$ cat config.mk
export PLATFORM = sky130hd
export DESIGN_NAME = regfile_op_sequencer_flat
export DESIGN_NICKNAME = d
export VERILOG_FILES = /design/src/rtl/regfile_op_sequencer_if.sv /design/src/rtl/regfile_op_sequencer.sv /design/src/flat_wrapper.sv
export SDC_FILE = /design/constraint.sdc
export NUM_CORES = 1
export LEC_CHECK = 0
export ABC_AREA = 1
export BUFFER_PORTS_ARGS = -buffer_cell sky130_fd_sc_hd__buf_2
export CORE_UTILIZATION = 30
export CTS_CLUSTER_DIAMETER = 200
export DETAILED_ROUTE_END_ITERATION = 10
export SKIP_LAST_GASP = 1
export SLEW_MARGIN = 25
export SYNTH_ARGS = -nofsm -noshare
export SYNTH_HDL_FRONTEND = slang
export SYNTH_SLANG_ARGS = --single-unit
$ cat constraint.sdc
create_clock -name clk -period 7.9 [get_ports clk]
set_clock_uncertainty 0.2 [all_clocks]
set_input_delay 1.975 -clock clk [delete_from_list [all_inputs] [get_ports clk]]
set_output_delay 1.975 -clock clk [all_outputs]
set_load 0.02 [all_outputs]
$ cat src/rtl/regfile_op_sequencer_if.sv
// Bundles the instruction handshake and register-file port of regfile_op_sequencer.
// slave = sequencer side, master = upstream/register-file side; ovf exists only with OVF_TRAP_EN.
// Purely wiring, no latency or backpressure of its own.
interface regfile_op_sequencer_if #(
    parameter int DATA_W = 32,
    parameter int ADDR_W = 4
);
    logic              instr_valid;
    logic              instr_ready;
    logic [31:0]       instr;
    logic [ADDR_W-1:0] Adr_register_to_A;
    logic [ADDR_W-1:0] Adr_register_to_B;
    logic [DATA_W-1:0] data_to_A;
    logic [DATA_W-1:0] data_to_B;
    logic              write;
    logic [ADDR_W-1:0] Adr_register_to_save;
    logic [DATA_W-1:0] data_from_ctrl;
    logic              done;
    logic              illegal;
`ifdef OVF_TRAP_EN
    logic              ovf;

    modport slave (
        input  instr_valid, instr, data_to_A, data_to_B,
        output instr_ready, Adr_register_to_A, Adr_register_to_B, write,
               Adr_register_to_save, data_from_ctrl, done, illegal, ovf
    );
    modport master (
        output instr_valid, instr, data_to_A, data_to_B,
        input  instr_ready, Adr_register_to_A, Adr_register_to_B, write,
               Adr_register_to_save, data_from_ctrl, done, illegal, ovf
    );
`else
    modport slave (
        input  instr_valid, instr, data_to_A, data_to_B,
        output instr_ready, Adr_register_to_A, Adr_register_to_B, write,
               Adr_register_to_save, data_from_ctrl, done, illegal
    );
    modport master (
        output instr_valid, instr, data_to_A, data_to_B,
        input  instr_ready, Adr_register_to_A, Adr_register_to_B, write,
               Adr_register_to_save, data_from_ctrl, done, illegal
    );
`endif
endinterface

$ cat src/rtl/regfile_op_sequencer.sv
// Multicycle IDLE/READ/EXEC/WB sequencer driving registerFile; OVF_TRAP_EN traps signed overflow.
// Latency: accept edge to done/write-back is 3 cycles; one instruction per 4 cycles.
// Backpressure: instr_ready only in IDLE; instr_valid in any other state is ignored.
module regfile_op_sequencer #(
    parameter int DATA_W = 32,
    parameter int ADDR_W = 4
) (
    input  logic                   clk,
    input  logic                   rst,
    regfile_op_sequencer_if.slave  bus
);
    typedef enum logic [1:0] {S_IDLE, S_READ, S_EXEC, S_WB} state_t;

    state_t            r_state;
    state_t            w_state_nxt;
    logic [31:0]       r_instr;
    logic [ADDR_W-1:0] r_adr_a;
    logic [ADDR_W-1:0] r_adr_b;
    logic [DATA_W-1:0] r_result;
    logic              r_wr;
    logic              r_illegal;

    logic [3:0]        w_op;
    logic [ADDR_W-1:0] w_rd;
    logic [15:0]       w_imm;
    logic [DATA_W-1:0] w_se;
    logic [DATA_W-1:0] w_a;
    logic [DATA_W-1:0] w_b;
    logic [DATA_W-1:0] w_sum_ab;
    logic [DATA_W-1:0] w_diff_ab;
    logic [DATA_W-1:0] w_sum_ai;
    logic [DATA_W-1:0] w_result;
    logic              w_wr;
    logic              w_illegal;
    logic              w_accept;

    assign w_op      = r_instr[31:28];
    assign w_rd      = ADDR_W'(r_instr[27:24]);
    assign w_imm     = r_instr[15:0];
    assign w_se      = {{(DATA_W-16){w_imm[15]}}, w_imm};
    assign w_a       = bus.data_to_A;
    assign w_b       = bus.data_to_B;
    assign w_sum_ab  = w_a + w_b;
    assign w_diff_ab = w_a - w_b;
    assign w_sum_ai  = w_a + w_se;
    assign w_accept  = (r_state == S_IDLE) && bus.instr_valid && !rst;

    assign bus.Adr_register_to_A = r_adr_a;
    assign bus.Adr_register_to_B = r_adr_b;

`ifdef OVF_TRAP_EN
    logic w_ovf_det;
    logic r_ovf;

    // Signed overflow: operands agree in sign but the wrapped result does not.
    always_comb begin
        w_ovf_det = 1'b0;
        case (w_op)
            4'd1:    w_ovf_det = (w_a[DATA_W-1] == w_b[DATA_W-1])  && (w_sum_ab[DATA_W-1]  != w_a[DATA_W-1]);
            4'd2:    w_ovf_det = (w_a[DATA_W-1] != w_b[DATA_W-1])  && (w_diff_ab[DATA_W-1] != w_a[DATA_W-1]);
            4'd6:    w_ovf_det = (w_a[DATA_W-1] == w_se[DATA_W-1]) && (w_sum_ai[DATA_W-1]  != w_a[DATA_W-1]);
            default: w_ovf_det = 1'b0;
        endcase
    end
`endif

    always_comb begin
        w_result  = '0;
        w_wr      = 1'b1;
        w_illegal = 1'b0;
        case (w_op)
            4'd0:    w_wr = 1'b0;
            4'd1:    w_result = w_sum_ab;
            4'd2:    w_result = w_diff_ab;
            4'd3:    w_result = w_a & w_b;
            4'd4:    w_result = w_a | w_b;
            4'd5:    w_result = DATA_W'($signed(w_a) < $signed(w_b));
            4'd6:    w_result = w_sum_ai;
            4'd7:    w_result = DATA_W'({w_imm, 16'h0000});
            4'd8:    w_result = w_a;
            default: begin
                w_wr      = 1'b0;
                w_illegal = 1'b1;
            end
        endcase
`ifdef OVF_TRAP_EN
        if (w_ovf_det) begin
            w_wr      = 1'b0;
            w_illegal = 1'b1;
        end
`endif
    end

    always_ff @(posedge clk) begin
        if (rst) begin
            r_state <= S_IDLE;
        end else begin
            r_state <= w_state_nxt;
        end
    end

    always_comb begin
        w_state_nxt              = r_state;
        bus.instr_ready          = 1'b0;
        bus.write                = 1'b0;
        bus.Adr_register_to_save = '0;
        bus.data_from_ctrl       = '0;
        bus.done                 = 1'b0;
        bus.illegal              = 1'b0;
`ifdef OVF_TRAP_EN
        bus.ovf                  = 1'b0;
`endif
        case (r_state)
            S_IDLE: begin
                bus.instr_ready = !rst;
                if (bus.instr_valid) begin
                    w_state_nxt = S_READ;
                end
            end
            S_READ: w_state_nxt = S_EXEC;
            S_EXEC: w_state_nxt = S_WB;
            S_WB: begin
                bus.write                = r_wr;
                bus.Adr_register_to_save = w_rd;
                bus.data_from_ctrl       = r_result;
                bus.done                 = 1'b1;
                bus.illegal              = r_illegal;
`ifdef OVF_TRAP_EN
                bus.ovf                  = r_ovf;
`endif
                w_state_nxt              = S_IDLE;
            end
            default: w_state_nxt = S_IDLE;
        endcase
    end

    // Read addresses load at accept so they are stable through READ and EXEC, then hold.
    always_ff @(posedge clk) begin
        if (rst) begin
            r_instr   <= '0;
            r_adr_a   <= '0;
            r_adr_b   <= '0;
            r_result  <= '0;
            r_wr      <= 1'b0;
            r_illegal <= 1'b0;
`ifdef OVF_TRAP_EN
            r_ovf     <= 1'b0;
`endif
        end else begin
            if (w_accept) begin
                r_instr <= bus.instr;
                r_adr_a <= ADDR_W'(bus.instr[23:20]);
                r_adr_b <= ADDR_W'(bus.instr[19:16]);
            end
            if (r_state == S_EXEC) begin
                r_result  <= w_result;
                r_wr      <= w_wr;
                r_illegal <= w_illegal;
`ifdef OVF_TRAP_EN
                r_ovf     <= w_ovf_det;
`endif
            end
        end
    end
endmodule
$ cat src/flat_wrapper.sv
// flat-port wrapper written by rule: the top's interface ports become plain ports
module regfile_op_sequencer_flat 
#(
    parameter int DATA_W = 32,
    parameter int ADDR_W = 4
)
  (clk, rst, bus_instr_valid, bus_instr, bus_data_to_A, bus_data_to_B, bus_instr_ready, bus_Adr_register_to_A, bus_Adr_register_to_B, bus_write, bus_Adr_register_to_save, bus_data_from_ctrl, bus_done, bus_illegal);
  regfile_op_sequencer_if #(.DATA_W(DATA_W), .ADDR_W(ADDR_W)) bus_i ();
  input  logic clk;
  input  logic rst;
  input wire logic [$bits(bus_i.instr_valid)-1:0] bus_instr_valid;
  input wire logic [$bits(bus_i.instr)-1:0] bus_instr;
  input wire logic [$bits(bus_i.data_to_A)-1:0] bus_data_to_A;
  input wire logic [$bits(bus_i.data_to_B)-1:0] bus_data_to_B;
  output wire logic [$bits(bus_i.instr_ready)-1:0] bus_instr_ready;
  output wire logic [$bits(bus_i.Adr_register_to_A)-1:0] bus_Adr_register_to_A;
  output wire logic [$bits(bus_i.Adr_register_to_B)-1:0] bus_Adr_register_to_B;
  output wire logic [$bits(bus_i.write)-1:0] bus_write;
  output wire logic [$bits(bus_i.Adr_register_to_save)-1:0] bus_Adr_register_to_save;
  output wire logic [$bits(bus_i.data_from_ctrl)-1:0] bus_data_from_ctrl;
  output wire logic [$bits(bus_i.done)-1:0] bus_done;
  output wire logic [$bits(bus_i.illegal)-1:0] bus_illegal;
  assign bus_i.instr_valid = bus_instr_valid;
  assign bus_i.instr = bus_instr;
  assign bus_i.data_to_A = bus_data_to_A;
  assign bus_i.data_to_B = bus_data_to_B;
  assign bus_instr_ready = bus_i.instr_ready;
  assign bus_Adr_register_to_A = bus_i.Adr_register_to_A;
  assign bus_Adr_register_to_B = bus_i.Adr_register_to_B;
  assign bus_write = bus_i.write;
  assign bus_Adr_register_to_save = bus_i.Adr_register_to_save;
  assign bus_data_from_ctrl = bus_i.data_from_ctrl;
  assign bus_done = bus_i.done;
  assign bus_illegal = bus_i.illegal;
  regfile_op_sequencer #(.DATA_W(DATA_W), .ADDR_W(ADDR_W)) u_core (.clk(clk), .rst(rst), .bus(bus_i));
endmodule
==> flow_metrics.tcl <==
set metrics [dict create \
    status "completed" \
    rsz0062_at_grt "false" \
    worstHoldPathType "flop to flop" \
    setup_viol 0 \
    highest_layer "met5" \
    r2r_slack_ps 3270 \
    seq_area_um2 1360 \
    hold_start "u_core.r_result[1]" \
    path_cells "inv_1 -> nand4_4 -> inv_2 -> nand2_1 -> o21ai_0 -> inv_1 -> ha_1 -> nand2_1 -> nor2_1 -> inv_1 -> nor2_1 -> nand4_1 -> nand3_1 -> nand2_1 -> nand3_1 -> nand3_1 -> nand2_1 -> a21oi_1" \
    syn_area_per_cell_um2 5.60 \
    drv_cap 0 \
    async_flop_share 0 \
    vias 11449 \
    ctsHoldBuffers 0 \
    multiInputGateArea_um2 6950 \
    holdPathStages 2 \
    min_to "u_core.r_result[1]" \
    wl_met3_um 2290 \
    start_util 0.306 \
    remaining_drc_errors 0 \
    r2r-start "u_core.r_instr[31]" \
    cts_setup_buffers 0 \
    critical-path-slowest-cell "nand4_4" \
    power_w 0.00189 \
    dp_hpwl_um 32300 \
    path_delay_family "simple AND/OR/NAND/NOR gates" \
    hold_viol_final 0 \
    slowest_delay_ps 520 \
    place_congestion 0.943 \
    crit_top_cell "nand2_1" \
    coreArea_um2 32500 \
    clk_latency_ps 350 \
    tightest_slew_ps 1030 \
    syn_area_um2 9940 \
    path_clk_slew_ps 60 \
    p_leak_nw 6.64 \
    grt_pass1_vias 10532 \
    fin_nets 2129 \
    num_rows 66 \
    ios 147 \
    crit_required_ps 7890 \
    cts.sinks 68 \
    clock.fmax_mhz 216 \
    die_w_um 184 \
    synth_edf_count 0 \
    drt_iter0_drc 894 \
    ant_nets 0 \
    yosys_register_bits 68 \
    synthToLayoutAreaGrowth_pct 14.6 \
    die_h_um 184 \
    synth_cells 1776 \
    r2r_end "u_core.r_result[20]" \
    dr.pass1.iters 5 \
    antenna_cells 0 \
    synth_fp_nets 2017 \
    ys_seq_area_frac 0.137 \
    grt_start_max_net_pins 82 \
    crit_arrival_ps 4620 \
    io_buffers 146 \
    path_class "flop to flop" \
    p_per_area_nw_per_um2 166 \
    worst_setup_path_end_kind "flop" \
    critPathBufInv 4 \
    crit_fanout 34 \
    final_cell_count_no_fill 2335 \
    maxSlewHeadroom 0.308 \
    dpl.cell_count 2319 \
    cts_tree "done" \
    wl_met1_um 17500 \
    post-route-period-util 0.586 \
    ir_drop_v 0.000116 \
    antenna_found_initial 2 \
    via_per_inst 4.90 \
    wirelength_um 39200 \
    ys.flop_type "dfxtp_1" \
    grt-ovfl-total 0 \
    report.final.slew_viol_count 0 \
    h-tree-depth 3 \
    finalCriticalPeriod_ps 4630 \
    root_buffer "clkbuf_16" \
    start_kind "flop" \
    synth_cell_type_count 37 \
    numCtsBuffers 9 \
    fill_cells 3818 \
    layout-drive-gt1-share 0.0998 \
    met2WireLength_um 18100 \
    wl_per_cell_um 16.8 \
    fin_util 0.350 \
    finalSetupTns_ps 0 \
    cts_buffer_depth 2 \
    grt_use_total 0.231 \
    cts-resized-gates 0 \
    yosysWarnings 0 \
    die-area_um2 33900 \
    rr_worst_depth 18 \
    grt_pass1_wl_um 58800 \
]
flip-flops by register name, indices dropped and copies added, names as in the netlist:
register	flops
u_core.r_wr	1
u_core.r_state	2
u_core.r_illegal	1
u_core.bus.Adr_register_to_A	3
u_core.r_instr	26
u_core.r_result	32
u_core.bus.Adr_register_to_B	3
through the flow:
step	instance area [um^2]	hold WS, ps	setup WS (ps)
global placement	11100	254	3310
finish	11400	265	3270
CTS	11400	266	3350
floorplan	9940	246	3060
global route	11400	287	2940
detailed placement	11100	256	3270
cells in the final DEF (no fill, tap or decap), types with 3 or more instances in the layout:
| cell | n |
|---|---|
| clkbuf_16 | 9 |
| nand3_1 | 126 |
| a211oi_1 | 3 |
| nor2_1 | 122 |
| buf_2 | 146 |
| inv_2 | 4 |
| o31ai_1 | 20 |
| o21ai_0 | 79 |
| a21oi_1 | 99 |
| inv_1 | 365 |
| nand2_1 | 586 |
| nor3_1 | 8 |
| buf_4 | 9 |
| xor2_1 | 4 |
| bufinv_16 | 3 |
| nand4_1 | 12 |
| o21bai_1 | 8 |
| and2_1 | 4 |
| or2_2 | 8 |
| o211ai_1 | 5 |
| nand3b_1 | 9 |
| o22ai_1 | 7 |
| dfxtp_1 | 68 |
| ha_1 | 140 |
| a221oi_1 | 28 |
power breakdown:
part / leakage, nW / internal [W] / switching (W)
registers: 0.553 / 0.000400 / 0.0000439
logic: 5.92 / 0.000289 / 0.000665
clock network: 0.167 / 0.000310 / 0.000181
total: 6.64 / 0.000999 / 0.000890
cell families after synthesis:
| logic type | synth area share |
|---|---|
| AND/OR/NAND/NOR | 0.364 |
| AO/OA/AOI/OAI | 0.149 |
| XOR/XNOR | 0.00440 |
| adder cells (fa/ha/maj) | 0.180 |
| flip-flops | 0.137 |
| buffers and inverters | 0.165 |
cells in the mapped netlist, types with 3 or more instances:
| master | instances | area (um^2) |
|---|---|---|
| a21oi_1 | 99 | 495 |
| nand3b_1 | 9 | 67.6 |
| or2_2 | 8 | 50.1 |
| o211ai_1 | 5 | 37.5 |
| buf_2 | 7 | 35.0 |
| nand2_1 | 586 | 2200 |
| inv_1 | 365 | 1370 |
| o31ai_1 | 20 | 150 |
| nor3_1 | 8 | 40.0 |
| clkbuf_1 | 34 | 128 |
| o21ai_0 | 79 | 395 |
| buf_1 | 3 | 11.3 |
| o22ai_1 | 7 | 43.8 |
| nor2_1 | 125 | 469 |
| a221oi_1 | 28 | 245 |
| inv_2 | 4 | 15.0 |
| buf_4 | 9 | 67.6 |
| ha_1 | 140 | 1750 |
| and2_1 | 4 | 25.0 |
| o21bai_1 | 8 | 60.1 |
| xor2_1 | 4 | 35.0 |
| dfxtp_1 | 68 | 1360 |
| nand4_1 | 12 | 75.1 |
| a211oi_1 | 3 | 22.5 |
| nand3_1 | 126 | 631 |
how the worst max path moves through the flow:
stage	startpoint	to	slack [ps]	cells past startpoint
floorplan	rst	bus_instr_ready	3060	3
global placement	u_core.r_instr[31]	u_core.r_result[20]	3310	18
detailed placement	bus_data_to_B[0]	u_core.r_result[26]	3270	18
CTS	u_core.r_instr[31]	u_core.r_result[20]	3350	18
global route	u_core.r_instr[31]	u_core.r_result[20]	2940	18
finish	u_core.r_instr[31]	u_core.r_result[20]	3270	18
worst min-delay path: cells and delay by family (launching register included):
| family | cells | cell delay, ps |
|---|---|---|
| compound gates | 1 | 50 |
| flops | 1 | 310 |
| simple gates | 1 | 60 |
layer usage:
metal / up-vias / track usage
met5: - / 0
met1: 5216 / 0.299
met2: 407 / 0.390
met3: 63 / 0.0260
met4: 4 / 0.0887
li1: 5759 / -
area by class of cell:
| type | instances | area share |
|---|---|---|
| Clock buffer | 10 | 0.0201 |
| Inverter | 370 | 0.122 |
| Sequential cell | 68 | 0.119 |
| Multi-Input combinational cell | 1284 | 0.610 |
| Timing Repair Buffer | 155 | 0.0700 |
| Tap cell | 442 | 0.0485 |
| Clock inverter | 6 | 0.00988 |
No activity file was read; power rests on OpenSTA's default activity.
